[src/rtl/shared_enc_ctrl_pkg.sv]
// Shared definitions for the 2-share encryption sequencer: FSM states,
// default geometry and the round-counter width handed to the core.
package shared_enc_ctrl_pkg;

    localparam int unsigned NR_DEFAULT        = 16;
    localparam int unsigned ROUND_LAT_DEFAULT = 2;
    localparam int unsigned W_DEFAULT         = 128;

    // Round index bus to the core; wide enough for NR <= 31.
    localparam int unsigned CNT_W = 5;

    typedef enum logic [1:0] {
        ST_IDLE  = 2'd0,
        ST_RUN   = 2'd1,
        ST_FINAL = 2'd2,
        ST_DONE  = 2'd3
    } state_t;

    // Width of the per-round latency counter; never collapses to zero bits.
    function automatic int unsigned lat_width(input int unsigned lat);
        return (lat > 1) ? $clog2(lat) : 1;
    endfunction

endpackage

[src/rtl/shared_enc_ctrl_if.sv]
// Block-level stream port of the sequencer: plaintext share pair in,
// ciphertext share pair out, each with its own valid/ready handshake.
interface shared_enc_ctrl_if
    import shared_enc_ctrl_pkg::*;
#(
    parameter int unsigned W = W_DEFAULT
);

    logic         in_valid;
    logic         in_ready;
    logic [W-1:0] plain_in0;
    logic [W-1:0] plain_in1;
    logic         out_valid;
    logic         out_ready;
    logic [W-1:0] cipher_out0;
    logic [W-1:0] cipher_out1;

    // Producer/consumer side of the block.
    modport master (
        output in_valid,
        output plain_in0,
        output plain_in1,
        output out_ready,
        input  in_ready,
        input  out_valid,
        input  cipher_out0,
        input  cipher_out1
    );

    // Sequencer side.
    modport slave (
        input  in_valid,
        input  plain_in0,
        input  plain_in1,
        input  out_ready,
        output in_ready,
        output out_valid,
        output cipher_out0,
        output cipher_out1
    );

endinterface

[src/rtl/shared_enc_ctrl.sv]
// Sequencer upstream of the 2-share encryption core. Accepts a plaintext
// share pair, runs NR rounds of ROUND_LAT cycles each while stepping the
// share-wise key schedule, then presents the ciphertext share pair.
// Share 0 and share 1 are kept in separate registers and never combined.
module shared_enc_ctrl
    import shared_enc_ctrl_pkg::*;
#(
    parameter int unsigned NR        = NR_DEFAULT,
    parameter int unsigned ROUND_LAT = ROUND_LAT_DEFAULT,
    parameter int unsigned W         = W_DEFAULT
) (
    input  logic             clk,
    input  logic             rstn,          // active-high asynchronous reset
    shared_enc_ctrl_if.slave bus,
    output logic             ks_load,
    output logic             ks_next,
    output logic             enc_ena,
    output logic [CNT_W-1:0] enc_round_cnt,
    output logic [W-1:0]     plain0,
    output logic [W-1:0]     plain1,
    input  logic [W-1:0]     cipher0,
    input  logic [W-1:0]     cipher1,
    output logic             busy
);

    localparam int unsigned      LW        = lat_width(ROUND_LAT);
    localparam logic [LW-1:0]    LAT_LAST  = LW'(ROUND_LAT - 1);
    localparam logic [CNT_W-1:0] RND_LAST  = CNT_W'(NR - 1);
    localparam logic [CNT_W-1:0] RND_FINAL = CNT_W'(NR);
    localparam logic             LAT_ONE   = (ROUND_LAT == 1);

    state_t           state;
    logic [CNT_W-1:0] rnd;
    logic [LW-1:0]    lat;
    logic             accept;

    // in_ready is only ever high in IDLE, so this is the IDLE handshake.
    assign accept        = bus.in_valid && bus.in_ready;
    assign ks_load       = accept;
    assign enc_round_cnt = rnd;

    // Sequencer FSM with round/latency counters and share registers.
    // enc_ena, ks_next, busy and in_ready are registered from the next-state
    // decision so each one is valid during the cycle it describes.
    always_ff @(posedge clk or posedge rstn) begin
        if (rstn) begin
            state           <= ST_IDLE;
            rnd             <= '0;
            lat             <= '0;
            bus.in_ready    <= 1'b0;
            bus.out_valid   <= 1'b0;
            bus.cipher_out0 <= '0;
            bus.cipher_out1 <= '0;
            plain0          <= '0;
            plain1          <= '0;
            ks_next         <= 1'b0;
            enc_ena         <= 1'b0;
            busy            <= 1'b0;
        end else begin
            case (state)
                ST_IDLE: begin
                    bus.in_ready <= 1'b1;
                    if (accept) begin
                        plain0       <= bus.plain_in0;
                        plain1       <= bus.plain_in1;
                        rnd          <= '0;
                        lat          <= '0;
                        state        <= ST_RUN;
                        bus.in_ready <= 1'b0;
                        enc_ena      <= 1'b1;
                        busy         <= 1'b1;
                        // With a single-cycle round the first cycle is already the last.
                        ks_next      <= LAT_ONE;
                    end
                end

                ST_RUN: begin
                    if (lat == LAT_LAST) begin
                        lat <= '0;
                        if (rnd == RND_LAST) begin
                            rnd     <= RND_FINAL;
                            state   <= ST_FINAL;
                            enc_ena <= 1'b0;
                            ks_next <= 1'b0;
                        end else begin
                            rnd     <= rnd + 1'b1;
                            ks_next <= LAT_ONE;
                        end
                    end else begin
                        lat     <= lat + 1'b1;
                        ks_next <= ((lat + 1'b1) == LAT_LAST);
                    end
                end

                ST_FINAL: begin
                    // Core now shows the round NR-1 result XOR rk[NR].
                    bus.cipher_out0 <= cipher0;
                    bus.cipher_out1 <= cipher1;
                    bus.out_valid   <= 1'b1;
                    state           <= ST_DONE;
                end

                ST_DONE: begin
                    if (bus.out_ready) begin
                        bus.out_valid <= 1'b0;
                        bus.in_ready  <= 1'b1;
                        busy          <= 1'b0;
                        rnd           <= '0;
                        state         <= ST_IDLE;
                    end
                end

                default: begin
                    state <= ST_IDLE;
                end
            endcase
        end
    end

    // in_ready must never be seen outside IDLE.
    ap_ready_only_idle: assert property (@(posedge clk) disable iff (rstn)
        bus.in_ready |-> (state == ST_IDLE));

    // Round counter saturates at NR.
    ap_rnd_range: assert property (@(posedge clk) disable iff (rstn)
        rnd <= RND_FINAL);

    // Key schedule never sees load and advance together.
    ap_ks_exclusive: assert property (@(posedge clk) disable iff (rstn)
        !(ks_load && ks_next));

    // Ciphertext holds while the consumer stalls.
    ap_out_hold: assert property (@(posedge clk) disable iff (rstn)
        (bus.out_valid && !bus.out_ready) |=>
            (bus.out_valid && $stable(bus.cipher_out0) && $stable(bus.cipher_out1)));

endmodule
[src/flat_wrapper.sv]
// flat-port wrapper written by rule: the top's interface ports become plain ports
module shared_enc_ctrl_flat import shared_enc_ctrl_pkg::*;
#(
    parameter int unsigned NR        = NR_DEFAULT,
    parameter int unsigned ROUND_LAT = ROUND_LAT_DEFAULT,
    parameter int unsigned W         = W_DEFAULT
)
  (clk, rstn, ks_load, ks_next, enc_ena, enc_round_cnt, plain0, plain1, cipher0, cipher1, busy, bus_in_valid, bus_plain_in0, bus_plain_in1, bus_out_ready, bus_in_ready, bus_out_valid, bus_cipher_out0, bus_cipher_out1);
  shared_enc_ctrl_if #(.W(W)) bus_i ();
  input  logic clk;
  input  logic rstn;
  output logic ks_load;
  output logic ks_next;
  output logic enc_ena;
  output logic [CNT_W-1:0] enc_round_cnt;
  output logic [W-1:0] plain0;
  output logic [W-1:0] plain1;
  input  logic [W-1:0] cipher0;
  input  logic [W-1:0] cipher1;
  output logic busy;
  input wire logic [$bits(bus_i.in_valid)-1:0] bus_in_valid;
  input wire logic [$bits(bus_i.plain_in0)-1:0] bus_plain_in0;
  input wire logic [$bits(bus_i.plain_in1)-1:0] bus_plain_in1;
  input wire logic [$bits(bus_i.out_ready)-1:0] bus_out_ready;
  output wire logic [$bits(bus_i.in_ready)-1:0] bus_in_ready;
  output wire logic [$bits(bus_i.out_valid)-1:0] bus_out_valid;
  output wire logic [$bits(bus_i.cipher_out0)-1:0] bus_cipher_out0;
  output wire logic [$bits(bus_i.cipher_out1)-1:0] bus_cipher_out1;
  assign bus_i.in_valid = bus_in_valid;
  assign bus_i.plain_in0 = bus_plain_in0;
  assign bus_i.plain_in1 = bus_plain_in1;
  assign bus_i.out_ready = bus_out_ready;
  assign bus_in_ready = bus_i.in_ready;
  assign bus_out_valid = bus_i.out_valid;
  assign bus_cipher_out0 = bus_i.cipher_out0;
  assign bus_cipher_out1 = bus_i.cipher_out1;
  shared_enc_ctrl #(.NR(NR), .ROUND_LAT(ROUND_LAT), .W(W)) u_core (.clk(clk), .rstn(rstn), .bus(bus_i), .ks_load(ks_load), .ks_next(ks_next), .enc_ena(enc_ena), .enc_round_cnt(enc_round_cnt), .plain0(plain0), .plain1(plain1), .cipher0(cipher0), .cipher1(cipher1), .busy(busy));
endmodule
[config.mk]
export PLATFORM = sky130hd
export DESIGN_NAME = shared_enc_ctrl_flat
export DESIGN_NICKNAME = d
export VERILOG_FILES = /design/src/rtl/shared_enc_ctrl_pkg.sv /design/src/rtl/shared_enc_ctrl_if.sv /design/src/rtl/shared_enc_ctrl.sv /design/src/flat_wrapper.sv
export SDC_FILE = /design/constraint.sdc
export NUM_CORES = 1
export LEC_CHECK = 0
export BUFFER_PORTS_ARGS = -buffer_cell sky130_fd_sc_hd__buf_2
export CORE_AREA = 2 2 404 406
export DETAILED_ROUTE_END_ITERATION = 6
export DIE_AREA = 0 0 406 408
export PLACE_DENSITY = 0.34
export SETUP_SLACK_MARGIN = 0.05
export SYNTH_ARGS = -nofsm -noshare
export SYNTH_HDL_FRONTEND = slang
export SYNTH_SLANG_ARGS = --single-unit
export TNS_END_PERCENT = 20
[constraint.sdc]
create_clock -name clk -period 23.3 [get_ports clk]
set_clock_uncertainty 0.2 [all_clocks]
set_input_delay 4.66 -clock clk [delete_from_list [all_inputs] [get_ports clk]]
set_output_delay 4.66 -clock clk [all_outputs]
set_load 0.01 [all_outputs]
Word-level counts from Yosys, hierarchy flattened
Index checks and enable logic that the tools add are counted.
- bits of input ports: 516
- output and inout bits: 523
- word-level logic and storage cells: 58
- register bits after elaboration: 524
- equal/unequal tests: 8
- mux-type cells: 23
- add/subtract/negate cells: 2
- reductions and logical operators: 14
- operator list (operator ; number):
    $mux W5 ; 4
    $pmux W5 S3 ; 1
    $reduce_and A4 Y1 ; 3
    $pmux W1 S2 ; 5
    $mux W1 ; 8
    $mux W2 ; 4
    $pmux W2 S4 ; 1
    $reduce_and A2 Y1 ; 4
    $reduce_bool A2 Y1 ; 3
    $add A5 B1 Y5 const B ; 1
    $eq A5 B4 Y1 const B ; 1
    $eq A2 B2 Y1 const B ; 2
    $ne A2 B1 Y1 const B ; 2
    $ne A2 B2 Y1 const B ; 2
    $reduce_and A3 Y1 ; 1
    $reduce_bool A3 Y1 ; 1
    $eq A2 B1 Y1 const B ; 1
    $logic_not A2 Y1 ; 1
    $add A1 B1 Y1 const B ; 1
    $logic_and A1 B1 Y1 ; 1

Logic depth before layout (Yosys ltp)
- depth after elaboration: 4
- gate-level depth with buffers: 8
- mapped depth without buffers: 7

Worst setup path after synthesis
OpenSTA, ideal clock, no wires.
- kind: input port to output port
- from: input port bus_in_valid
- to: output port ks_load
- cell stages on the path: 2
- required time: 18.440 ns
- arrival time: 4.827 ns
- slack: 13.613 ns
- buffers on the path: 0
- path through: nand2_1 inv_1
- word-level cells in the longest chain between the ends: 1
- ends and longest elaborated chain (element ; line ; source):
    start, declared ; flat_wrapper.sv:21 ; input wire logic [$bits(bus_i.in_valid)-1:0] bus_in_valid;
    $logic_and A1 B1 Y1 ; shared_enc_ctrl.sv:38 ; assign accept = bus.in_valid && bus.in_ready;
    end, declared ; flat_wrapper.sv:12 ; output logic ks_load;
Every way passes these cells.

Worst setup path after layout
Same ends and word-level chain as after synthesis.

==> metrics.md <==
| Metric | Value |
|---|---|
| Status | `complete, no violations` |
| Max-cap violations | `0` |
| Worst EP arrival | `5.14 ns` |
| CTS tree | `done` |
| Overflow after GRT | `0` |
| GR Util met1 | `between 10 and 15%` |
| Area growth from synthesis to layout | `51.7%` |
| Post-synth EDFFs | `0` |
| Setup TNS | `0 ns` |
| PD cells | `between 100 and 150 nW/um^2` |
| Post-Syn Nets | `2,216` |
| Final Max Tran Viols | `0` |
| Syn avg cell area | `around 12 sq um` |
| GP Congestion | `0.774` |
| Leakage | `approximately 15 nW` |
| First-pass GRT wire length | `126 mm` |
| I/O pin total | `1,039` |
| Post-synthesis sequential area ratio | `about two thirds` |
| Worst Tran Pin Value | `between 0.9 and 1 ns` |
| Iter 0 DRT Violations | `around 800` |
| IR Drop Worst-Case VDD | `0.0589 mV` |
| Met2 usage | `18.5%` |
| Vias in the first global route | `16,900` |
| DR WL/cell | `approximately 18 um` |
| Initial core utilization | `between 10% and 20%` |
| Met3 Usage GRT | `~4.4%` |
| Via density | `3.26` |
| Clock Latency Late Sink | `0.66 ns` |
| Net Sw Frac | `36.8%` |
| Overall routed net length | `90.4 mm` |
| Post-CTS Hold Fix Bufs | `0` |
| Core area | `162,000 sq um` |
| Layout cell share with drive strength beyond 1 | `51.5%` |
| Sequential standard cell area | `13,100 sq um` |
| Synth warn | `0` |
| Area of the multi-input gates | `approximately 6100 sq um` |
| FP Rows | `approximately 150` |
| Fmax | `approximately 0.1 GHz` |
| Worst hold path stage count | `2` |
| Reg power frac | `~36%` |
| Initial antenna violation count | `58` |
| Port bufs | `1,038` |
| Final setup violating endpoints | `0` |
| H-tree depth | `3` |
| Worst EP required | `roughly 18 ns` |
| Crit start category | `input port` |
| Clock power share | `27.3%` |
| Dominant synthesized flop cell | `dfrtp_1` |
| FILL cells | `around 18,000` |
| Slew Limit Headroom | `36.5%` |
| First-pass DRT Iterations | `4` |
| Netlist cell types | `27` |
| Vias post-DR | `16,300` |
| Net Sw Power | `between 1.5 and 2 mW` |
| Critical path type | `in2out` |
| Largest net degree at the start of global routing | `about 140` |
| Tmin final | `about 10 ns` |
| Internal power | `approximately 2.7 mW` |
| Setup Buffers After CTS | `0` |
| Die width | `roughly 410 um` |
| Final hold vios | `0` |
| Final period utilization | `between 40% and 50%` |
| Gate power share | `about 36%` |
| Cell count of the worst reg-to-reg path | `6` |
| Crit end category | `output port` |
| Fin nets | `~3,300` |
| CTS root buf | `clkbuf_16` |
| Synthesized instance count | `between 1,500 and 2,000` |
| CTS buffer count | `74` |
| Resized cells post-CTS | `0` |
| Clock net sink count | `between 500 and 600` |
| Post-synth ARST share | `100%` |
| Cell Count, Final, Fillers Out | `4,980` |
| Post-route DRC | `0` |
| Die area | `166,000 sq um` |
| Tot GR Track Use | `10.6%` |
| Top Usage Layer GRT | `met2` |
| Post-DP HPWL | `69.7 mm` |
| Antenna-violating nets left | `0` |
| Critical-path maximum fanout | `4` |
| Clock Path Buffers | `3` |
| Yosys reg bits | `524` |
| Synth Cell Area | `19,700 sq um` |
| DP Cell Count | `between 4,000 and 5,000` |
| Class of the worst hold path | `reg2reg` |
| RSZ-0062 raised after global routing | `no` |
| Clk slew on worst S/H paths | `0.04 ns` |
| Die height | `around 400 um` |
## registers in the layout, summed over array words and instances, names as in the netlist
signal / cells
u_core.lat: 1
u_core.state: 2
u_core.bus.out_valid: 1
u_core.bus.cipher_out1: 128
u_core.plain0: 128
u_core.enc_ena: 1
u_core.plain1: 128
u_core.bus.cipher_out0: 128
u_core.busy: 1
u_core.bus.in_ready: 1
u_core.enc_round_cnt: 5
## routing by layer
layer	wire [um]	vias up	share of wire, %
met5	430	-	0.48
met1	33600	7845	37
met2	45500	630	50
met3	8420	186	9.3
li1	-	7523	-
met4	2420	68	2.7
## power groups by stage
| stage | combinational (mW) | sequential (mW) | clock (mW) |
|---|---|---|---|
| after detailed placement | 1.60 | 1.57 | 0 |
| after global placement | 1.59 | 1.56 | 0 |
| after floorplan | 0.626 | 1.74 | 0 |
| after global routing | 1.69 | 1.61 | 1.25 |
| final | 1.54 | 1.55 | 1.16 |
| after CTS | 1.60 | 1.56 | 1.22 |
## metrics by stage
stage	setup slack (ns)	total power, mW	instance area, sq um	utilization (%)	hold slack, ns
3_3_place_gp	13.33	3.16	27300	16.9	0.253
5_1_grt	13.26	4.56	29900	18.5	0.283
2_1_floorplan	3.80	2.37	19700	-	0.311
3_5_place_dp	13.31	3.16	27300	16.9	0.256
4_1_cts	13.30	4.37	29900	18.5	0.270
6_report	13.30	4.26	29900	18.5	0.263
## area by class of cell
class                      count  area share [%]
clock buffer                 106            7.27
multi-input combinational   1075            20.5
clock inverter                25            1.13
timing repair buffer        1055            17.9
tap                         2175            9.11
inverter                       8           0.126
antenna                       12           0.100
sequential                   524            43.9
## final timing paths
path / slack [ns] / end / start
worst max-delay path: 13.30 / ks_load / bus_in_valid
max in group asynchronous: 15.39 / u_core.plain1[23] / rstn
min in group asynchronous: 3.99 / u_core.plain0[54] / rstn
worst min register to register: 0.26 / u_core.plain1[94] / u_core.plain1[94]
worst min-delay path: 0.26 / u_core.plain1[94] / u_core.plain1[94]
worst max register to register: 19.00 / u_core.bus.cipher_out1[35] / u_core.state[0]
## critical path, stage by stage
cell	delay, ns
buf_2	0.14
nand2_1	0.12
inv_1	0.09
buf_2	0.13
## cell families after synthesis
kind of cell	synth area share, %
mux	14.7
fa+ha+maj	0.381
simple gates	15.2
compound gates	0.711
buf+inv	2.46
flops	66.5
## cell usage after synthesis (4+ instances only)
master / number / share of area [%]
nand2_1: 776 / 15
dfrtp_1: 524 / 67
mux2_2: 256 / 15
buf_2: 45 / 1.1
clkbuf_1: 19 / 0.36
buf_4: 15 / 0.57
o21ai_0: 12 / 0.30
inv_1: 8 / 0.15
buf_1: 6 / 0.11
ha_1: 6 / 0.38
nand2b_1: 4 / 0.13
nor2_1: 4 / 0.076
## layout by cell type, fill, tap and decap left out, types with 2 or more instances in the layout
cell and count:
nand2b_1 4, nand2_1 776, clkbuf_16 74, inv_8 2
clkbuf_1 12, mux2_2 256, inv_1 7, buf_4 16
inv_6 2, clkinv_16 2, clkinv_8 2, o21ai_0 12
bufinv_16 4, buf_2 1038, diode_2 12, dfrtp_1 524
clkinvlp_4 3, clkinv_2 9, ha_1 5, clkbuf_8 20
o41ai_2 2, nor2_1 4
(Power assumes the default switching activity.)
